$ cat src/rtl/fetch_unit.sv
// Instruction-fetch stage: holds the fetch PC, reads one instruction word per
// accepted enable over a req/ack handshake and hands pc/command to decode.
module fetch_unit #(
  parameter logic [31:0] RESET_PC   = 32'h0000_0000,
  parameter int          ADDR_WIDTH = 15
) (
  input  logic                  clk,
  input  logic                  rstn,
  input  logic                  enable,
  input  logic                  pc_set,
  input  logic [31:0]           pc_in,
  output logic                  done,
  output logic [31:0]           pc,
  output logic [31:0]           command,
  output logic                  misalign,
  output logic                  imem_req,
  output logic [ADDR_WIDTH-1:0] imem_addr,
  input  logic [31:0]           imem_rdata,
  input  logic                  imem_ack
);

  typedef enum logic [1:0] {IDLE, REQ, WAIT} state_t;

  state_t                state, state_nx;
  logic [31:0]           next_pc, next_pc_nx;
  logic [31:0]           pc_nx, command_nx;
  logic                  done_nx, misalign_nx, imem_req_nx;
  logic [ADDR_WIDTH-1:0] imem_addr_nx;
  logic [31:0]           fetch_pc;
  logic                  accept;

  assign fetch_pc = pc_set ? pc_in : next_pc;
  // An enable landing on the done cycle is dropped so done can never pulse twice in a row.
  assign accept   = (state == IDLE) && enable && !done;

  // NOTE: every signal gets a default before the case; a missing default on any path infers a latch.
  always_comb begin
    state_nx     = state;
    next_pc_nx   = next_pc;
    pc_nx        = pc;
    command_nx   = command;
    misalign_nx  = misalign;
    imem_addr_nx = imem_addr;
    imem_req_nx  = 1'b0;
    done_nx      = 1'b0;
    case (state)
      IDLE: begin
        if (accept) begin
          pc_nx        = fetch_pc;
          imem_addr_nx = fetch_pc[ADDR_WIDTH+1:2];
          if (fetch_pc[1:0] == 2'b00) begin
            imem_req_nx = 1'b1;
            state_nx    = REQ;
          end else begin
            // Misaligned fetch completes at once with a null command, no memory access.
            command_nx  = 32'h0;
            misalign_nx = 1'b1;
            done_nx     = 1'b1;
            next_pc_nx  = fetch_pc + 32'd4;
          end
        end
      end
      REQ, WAIT: begin
        if (imem_ack) begin
          command_nx = imem_rdata;
          done_nx    = 1'b1;
          next_pc_nx = pc + 32'd4;
          state_nx   = IDLE;
        end else begin
          state_nx = WAIT;
        end
      end
      default: state_nx = IDLE;
    endcase
  end

  // NOTE: sequential state uses non-blocking assignments so all registers update together at the edge.
  always_ff @(posedge clk) begin
    if (!rstn) begin
      state     <= IDLE;
      next_pc   <= RESET_PC;
      pc        <= RESET_PC;
      command   <= 32'h0;
      misalign  <= 1'b0;
      imem_req  <= 1'b0;
      imem_addr <= '0;
      done      <= 1'b0;
    end else begin
      state     <= state_nx;
      next_pc   <= next_pc_nx;
      pc        <= pc_nx;
      command   <= command_nx;
      misalign  <= misalign_nx;
      imem_req  <= imem_req_nx;
      imem_addr <= imem_addr_nx;
      done      <= done_nx;
    end
  end

endmodule

$ cat config.mk
export PLATFORM = sky130hd
export DESIGN_NAME = fetch_unit
export DESIGN_NICKNAME = d
export VERILOG_FILES = /design/src/rtl/fetch_unit.sv
export SDC_FILE = /design/constraint.sdc
export NUM_CORES = 1
export LEC_CHECK = 0
export ABC_AREA = 0
export BUFFER_PORTS_ARGS = -buffer_cell sky130_fd_sc_hd__buf_2
export CORE_ASPECT_RATIO = 2
export CORE_MARGIN = 5
export CORE_UTILIZATION = 30
export CTS_BUF_LIST = sky130_fd_sc_hd__clkbuf_4
export DETAILED_ROUTE_END_ITERATION = 6
export REMOVE_ABC_BUFFERS = 1
export SETUP_SLACK_MARGIN = 0.4
export SYNTH_ARGS = -nofsm -noshare
export SYNTH_HDL_FRONTEND = slang
export SYNTH_SLANG_ARGS = --single-unit
export TNS_END_PERCENT = 5
$ cat constraint.sdc
create_clock -name clk -period 3.3 [get_ports clk]
set_clock_uncertainty 0.05 [all_clocks]
set_input_delay 0.33 -clock clk [delete_from_list [all_inputs] [get_ports clk]]
set_output_delay 0.33 -clock clk [all_outputs]
set_load 0.02 [all_outputs]
---- After elaboration in Yosys (flattened, before gate mapping) ----
Index checks and enable logic that the tools add are counted.
word-level totals
  bits in registers ....................... 116
  output and inout bits ................... 82
  logic and storage cells ................. 47
cells by class
  add/subtract/negate cells ............... 2
  equality and inequality tests ........... 6
  multiplexer cells ....................... 18
  bitwise operators ....................... 1
  reduce and logical (&&, ||, !) cells .... 12
operators with widths
  operator                                       count
  2-to-1 mux 32 bit                              7
  case mux 32 bit (2 select lines)               2
  adder 32 x 3 -> 32 bit, second input constant  2
  2-to-1 mux 2 bit                               3
  != test 2 bit, second input constant           3
  AND reduction 3 bit                            2
  logical NOT 2 bit                              2
  2-to-1 mux 1 bit                               4
  case mux 2 bit (2 select lines)                1
  AND reduction 2 bit                            2
  AND reduction 4 bit                            1
  == test 2 x 1 -> 1 bit, second input constant  1
  == test 2 bit, second input constant           1
  logical AND 1 bit                              2
  != test 2 x 1 -> 1 bit, second input constant  1
  case mux 1 bit (2 select lines)                1
  nonzero test 2 bit                             1
  OR reduction 2 bit                             1
  logical NOT 1 bit                              1
  inverter 1 bit                                 1

---- Depth between registers and ports, before layout ----
Gate-level depths: netlist of run 1.
  depth after elaboration ................. 5
  depth in mapped cells ................... 13
  depth with buffers taken out ............ 10

---- Worst setup path after synthesis of run 1 ----
Ideal clock, no wire load.
  path type ............................... reg2reg
  start ................................... reg state[0]
  end ..................................... reg next_pc[28]
  data arrival time ....................... 2.615 ns
  slack ................................... 0.498 ns
  cell stages (with the launch flop) ...... 14
  buffers on the path ..................... 3
  cell sequence ........................... dfxtp_1 -> inv_1 -> ha_1 -> buf_4 -> buf_2 -> mux2i_1 -> inv_1 -> ha_1 -> inv_1 -> nor3_1 -> and3_1 -> buf_2 -> a31o_2 -> a31oi_1
on the way
  word-level cells in the longest chain between the ends .. 5
  elaborated cells on any way between the ends .. 12
  classes of those cells .................. 5 x eq/ne; 1 x mux; 6 x reduce/logical
ends and longest elaborated chain
  what                                  line    source
  start: declaration                    24      state_t state, state_nx;
  start signal: assignment              89      state <= state_nx;
  logical NOT 2 bit                     34, 46
  logical AND 1 bit (2 in series)       34      assign accept = (state == IDLE) && enable && !done;
  != test 2 bit (no source line)        n/a
  AND reduction 4 bit (no source line)  n/a
  end signal: assignment                90      next_pc <= next_pc_nx;
  end: declaration                      25      logic [31:0] next_pc, next_pc_nx;
Parallel ways exist; a longest one is shown, timed or not.
A chain may end at the register's enable or synchronous reset.

---- Worst setup path after layout of run 1 ----
  start ................................... reg state[0]
  end ..................................... reg next_pc[29]
The elaborated chain is that of the path after synthesis.

==> summary.txt, run 1 <==
Timing
  • Fmax: roughly 370 MHz
  • Setup TNS: 0 ns
  • Slew HR: around half
  • Final Setup Violations: 0
  • Actual slew at the worst max-slew pin: roughly 0.77 ns
  • Slew Limit Fails: 0
  • Hold_ws: between 0.04 and 0.05 ns
  • Final hold viol count: 0
  • RSZ-0062 raised after global routing: false
  • Tcrit/Tclk final: between 80% and 90%
  • Min Tclk post-route: around 2.7 ns

Routing
  • Routed Antenna Nets: 0
  • DR DRC count: 0
  • Aggregate routed wire length: about 15 mm
  • Routed WL per cell: between 15 and 20 microns
  • Number of detailed-route iterations in the first pass: 4
  • Vias: 4686
  • Post-DR vias/cell: between 4 and 5
  • Initial drt markers: between 200 and 250

Floorplanning
  • Starting Density: between 30% and 40%
  • Die ar.: just under 0.02 sq mm
  • Die H: roughly 190 microns
  • Placement row count: 66
  • Die Wd: a little over 100 microns
  • I/O Pins: ~150
  • CORE AREA: around 0.016 sq mm

Clock network
  • Maximum clock insertion buffer count: 2
  • Worst-path clk slew: 0.17 ns
  • H-tree levels: 3
  • Number of CTS-inserted buffers: 9
  • Clk sinks: between 100 and 150
  • Clock latency on the worst-skew pair: ~0.48 ns
  • CTS tree: built
  • Clock root cell: clkbuf_4

Run
  • Max capacitance violation total: 0

Place
  • I/O Buffers: 150
  • Placed Area: just under 0.006 sq mm
  • Post-DP HPWL: 10.9 mm
  • GP Congestion: 0.790

Worst setup path
  • Critical Path RT: about 3.7 ns
  • Max FO, Critical Path: 9
  • Critical path class: reg2reg
  • Crit start category: flip-flop
  • Worst Setup End Kind: flip-flop
  • Worst EP arrival: a little over 3 ns

Cells and area
  • Layout cells sized above 1: ~34%
  • Layout Nets: between 800 and 900
  • Syn-to-layout area delta: 28.7%
  • Final core occ: 39.1%
  • Fin area: around 0.0064 sq mm

Power
  • Total Power: about 3.1 mW
  • P per Cell Area: roughly 490 mW/mm^2
  • Leakage: roughly 2.7 nW
  • Worst vdd ir: between 0.00015 and 0.0002 V

Synthesis
  • YS warnings: 0
  • EDFF count, synth: 0
  • Yosys cell types: 43
  • Seq/Total Area, Yosys: 40.9%
  • Synthesized area per cell: 8.60 sq um
  • Top FF cell, synth: dfxtp_1
  • Async S/R FF share, synth: 0%
  • Post-Syn Area: about 0.005 sq mm
  • Synthesized flop and latch total: 101
  • Cells after Synth: around 580

Global route
  • Vias in the first global route: just under 5000
  • Pin count of the biggest net entering global routing: 42
  • GRT Util Overall: between 10% and 20%
  • Initial antenna violation count: 4
  • First-pass GRT wire length: roughly 24 mm
  • GRT overflow: 0

Hold path
  • Min-delay worst type: in2reg

Run status
  • Outcome: completed
metrics by stage:
stage	cells	worst slack [ns]
2_1_floorplan	515	-1.01
3_3_place_gp	890	0.311
3_5_place_dp	890	0.220
4_1_cts	936	0.406
5_1_grt	940	0.401
6_report	940	0.612
cells in the mapped netlist, drive strengths merged (2+ instances only):
master | count | area (sq um)
mux2i | 31 | 310
nand2 | 25 | 93.8
clkbuf | 32 | 120
and3 | 2 | 12.5
a21oi | 18 | 90.1
o221a | 2 | 22.5
nor4 | 3 | 25.0
a22oi | 32 | 240
or2 | 2 | 12.5
nor3 | 32 | 160
nand3 | 7 | 35.0
nand4 | 15 | 93.8
nand2b | 2 | 12.5
a211oi | 11 | 82.6
a31oi | 14 | 87.6
or4 | 4 | 30.0
buf | 28 | 193
ha | 3 | 37.5
o31ai | 3 | 22.5
o21ai | 21 | 105
xnor2 | 13 | 114
a31o | 10 | 87.6
inv | 11 | 41.3
nor2 | 106 | 398
dfxtp | 101 | 2020
mux2 | 37 | 420
critical path, stage by stage (launching register included):
cell and delay [ns]:
dfxtp_1 0.39, inv_1 0.08, ha_4 0.38, mux2i_1 0.14, or4_1 0.56, or3_1 0.37, or4_1 0.50, a31oi_1 0.16
sequential cells by signal (all words and copies together), names as in the netlist:
| register | cells |
|---|---|
| imem_req | 1 |
| command | 32 |
| done | 1 |
| state | 2 |
| next_pc | 32 |
| pc | 32 |
| misalign | 1 |
report_power, final:
part	switching (mW)	internal, mW
clock	0.450	0.233
combinational	0.582	0.427
sequential	0.0941	1.35
final cells by class:
type	count	area, sq um
clock buffers	9	67.6
repair buffers	204	1280
multi-input cells	403	2620
clock inverters	7	71.3
fillers	1658	9900
diodes	1	2.50
well taps	204	255
inverters	11	41.3
flip-flops and latches	101	2020
path summary, 6_finish.rpt:
path / startpoint / end / slack (ns) / cells after the start
setup / recovery: state[0]$_SDFFE_PN0P_ / next_pc[29]$_SDFFE_PN0P_ / 0.61 / 7
hold / removal: imem_rdata[3] / command[3]$_SDFFE_PN0P_ / 0.05 / 3
setup reg to reg: state[0]$_SDFFE_PN0P_ / next_pc[29]$_SDFFE_PN0P_ / 0.61 / 7
hold reg to reg: misalign$_SDFFE_PN0P_ / misalign$_SDFFE_PN0P_ / 0.41 / 2
cell families (layout without fill, tap and decap cells):
family	Yosys count	in the layout	synth area share, %
buffers and inverters	71	231	7.16
AO/OA/AOI/OAI	114	114	15.4
multiplexers	68	68	14.8
flip-flops	101	101	40.9
AND/OR/NAND/NOR	205	205	18.7
adder cells (fa/ha/maj)	3	3	0.759
other	0	1	0
XOR/XNOR	13	13	2.30
per-layer routing:
metal / part of all wire (%) / vias up / track usage, %
li1: - / 2350 / -
met1: 35 / 2183 / 15.0
met2: 57 / 124 / 30.9
met3: 5.0 / 23 / 3.09
met4: 2.3 / 6 / 6.80
met5: 0.26 / - / 0
cell usage in the layout (no fill, tap or decap), types with 2 or more instances in the layout:
cell             n
a211oi_1        11
a21oi_1         16
a22oi_1         32
a31o_2          10
a31oi_1         14
buf_12           4
buf_2          150
buf_4           20
clkbuf_4         9
clkinvlp_4       2
dfxtp_1        101
dlygate4sd3_1   30
ha_1             2
inv_1           10
inv_6            2
mux2_2          35
mux2i_1         29
mux2i_2          2
nand2_1         25
nand2b_1         2
nand3_1          7
nand4_1         15
nor2_1         105
nor3_1          32
nor4_2           3
o21ai_0         21
o221a_2          2
o31ai_1          3
or2_2            2
or4_1            4
xnor2_1         13
what timing repair did:
item / CTS / global route
endpoints found under the hold margin: 30 / 0
gates resized for setup: 2 / 5
setup endpoints to repair: 14 / 14
hold buffers: 30 / 0
pin swaps: 0 / 1
buffers inserted: 0 / 3
Power figures use the tool's default switching activity.
==> run 2, diff against run 1 <==
Clock period 3.3 ns to 2.5 ns, I/O delays scaled along.
==> run 2 against run 1 <==
  * The flow now finishes with violations (setup timing)
  * Count of clock-buffer cells in the layout is the same
  * Worst setup slack lost 0.64 ns
  * Hold slack improved by 0.014 ns
  * Utilization increased by 5.1 points
  * Largest cell class unchanged
==> summary.txt, run 2 (synthesis gave the netlist of run 1 again) <==
Power
  • Worst vdd ir: ~0.0002 V
  • Total Power: around 4.3 mW
  • Leakage: between 3 and 4 nW
  • P per Cell Area: 604 mW/mm^2

Floorplanning
  • Placement row count: 66
  • I/O Pins: 151
  • Die ar.: just under 0.02 sq mm
  • CORE AREA: 0.0163 sq mm
  • Starting Density: between 30 and 40%
  • Die Wd: roughly 100 microns
  • Die H: between 150 and 200 microns

Clock network
  • Maximum clock insertion buffer count: 2
  • Clk sinks: around 100
  • H-tree levels: 3
  • Clock root cell: clkbuf_4
  • Worst-path clk slew: 0.19 ns
  • Number of CTS-inserted buffers: 9
  • Clock latency on the worst-skew pair: around 0.48 ns
  • CTS tree: built

Cells and area
  • Leading cell types in the layout, fill and taps excluded: buf_2 (150), nor2_1 (105), dfxtp_1 (99), buf_4 (58), mux2_2 (35)
  • Layout Nets: around 860
  • Layout fillers: between 1500 and 2000
  • Syn-to-layout area delta: 45.5%
  • Layout cells sized above 1: 43.3%
  • Commonest non-fill, non-tap cell in the layout: buf_2
  • Largest registers: command: 32 flops, next_pc: 32 flops, pc: 32 flops
  • Post-Layout Cell Count: around 990
  • Final core occ: 44.2%

Routing
  • Vias: around 5000
  • Routed Antenna Nets: 0
  • Number of detailed-route iterations in the first pass: 4
  • Post-DR vias/cell: ~5.0
  • Routed WL per cell: roughly 16 microns
  • Initial drt markers: around 120
  • DR DRC count: 0
  • Aggregate routed wire length: between 15 and 20 mm

Run status
  • Outcome: finished with violations
  • Failing checks: setup timing

Worst setup path
  • Critical path class: reg2reg
  • Worst Setup End Kind: flip-flop
  • Worst EP arrival: around 2.9 ns
  • Max FO, Critical Path: 8
  • Crit start category: flip-flop
  • Critical Path RT: approximately 2.9 ns

Place
  • GP Congestion: about 0.81
  • Placed cells: about 940
  • I/O Buffers: 150
  • Post-DP HPWL: 11.3 mm

Timing
  • Final hold viol count: 0
  • Final Setup Violations: 2
  • Min Tclk post-route: ~2.5 ns
  • Slew Limit Fails: 0
  • Hold_ws: about 0.062 ns
  • Actual slew at the worst max-slew pin: 0.600 ns
  • Setup TNS: -0.0422 ns
  • RSZ-0062 raised after global routing: true
  • Slew HR: 60.0%
  • Tcrit/Tclk final: 101%
  • Final WS setup: -0.0261 ns
  • Fmax: 396 MHz

Global route
  • Pin count of the biggest net entering global routing: 59
  • GRT overflow: 0
  • Vias in the first global route: about 5000
  • GRT Util Overall: between 10% and 20%
  • First-pass GRT wire length: ~24 mm
  • Initial antenna violation count: 2

Hold path
  • Min-delay worst type: in2reg

Run
  • Max capacitance violation total: 0
[run 2: changes by cell type in the layout (fill, tap and decap cells not counted), sizes merged]
cell and delta:
bufinv -1, buf +50, clkinv +2, dlygate4sd3 +3, clkinvlp -1
[run 2: stage by stage]
| stage | area [sq um] | setup WS [ns] |
|---|---|---|
| floorplan | 4630 | -1.81 |
| finish | 7190 | -0.0261 |
| CTS | 6990 | -0.0628 |
| detailed placement | 6260 | -0.182 |
| global placement | 6260 | -0.141 |
| global route | 7190 | -0.158 |
[run 2: what timing repair did]
item / in CTS / in global routing
endpoints found under the setup margin: 64 / 63
hold endpoints to repair: 33 / 0
hold buffers: 33 / 0
cloned: 1 / 0
gates resized for setup: 52 / 31
pin swaps: 38 / 25
buffers inserted: 1 / 4
[run 2: final timing paths]
path                         startpoint                       end  slack (ns)  depth (start not counted)
setup / recovery  state[0]$_SDFFE_PN0P_  next_pc[29]$_SDFFE_PN0P_       -0.03                          8
hold / removal                 pc_in[0]        pc[0]$_SDFFE_PN0P_        0.06                          3
setup reg to reg  state[0]$_SDFFE_PN0P_  next_pc[29]$_SDFFE_PN0P_       -0.03                          8
hold reg to reg   misalign$_SDFFE_PN0P_     misalign$_SDFFE_PN0P_        0.40                          2
[run 2: report_power, final]
part	internal (mW)	total, mW	switching [mW]
registers	1.78	1.91	0.129
clock network	0.221	0.825	0.604
logic	0.754	1.61	0.860
total	2.76	4.35	1.59
[run 2: worst max-delay path, cell delays in order, from the launching register on]
cell	delay, ns
dfxtp_2	0.37
inv_2	0.04
ha_4	0.29
buf_4	0.15
mux2i_1	0.13
or4_4	0.43
or3_1	0.34
or4_1	0.53
a31oi_1	0.13
[run 2: final cells by class]
| cell class | count | area (sq um) | share of cell area (%) |
|---|---|---|---|
| Timing Repair Buffer | 257 | 1790 | 24.9 |
| Sequential cell | 101 | 2020 | 28.1 |
| Antenna cell | 1 | 2.50 | 0.0348 |
| Clock inverter | 7 | 60.1 | 0.835 |
| Tap cell | 204 | 255 | 3.55 |
| Clock buffer | 9 | 67.6 | 0.939 |
| Multi-Input combinational cell | 403 | 2950 | 41.0 |
| Inverter | 11 | 43.8 | 0.609 |
[run 2: routing by layer]
metal	routed length [microns]	share of wire [%]	track usage (%)	vias up
met5	10	0.064	0	-
met4	637	4.1	8.61	2
met3	704	4.5	2.44	37
met2	8790	56	30.7	141
met1	5430	35	15.3	2328
li1	-	-	-	2447
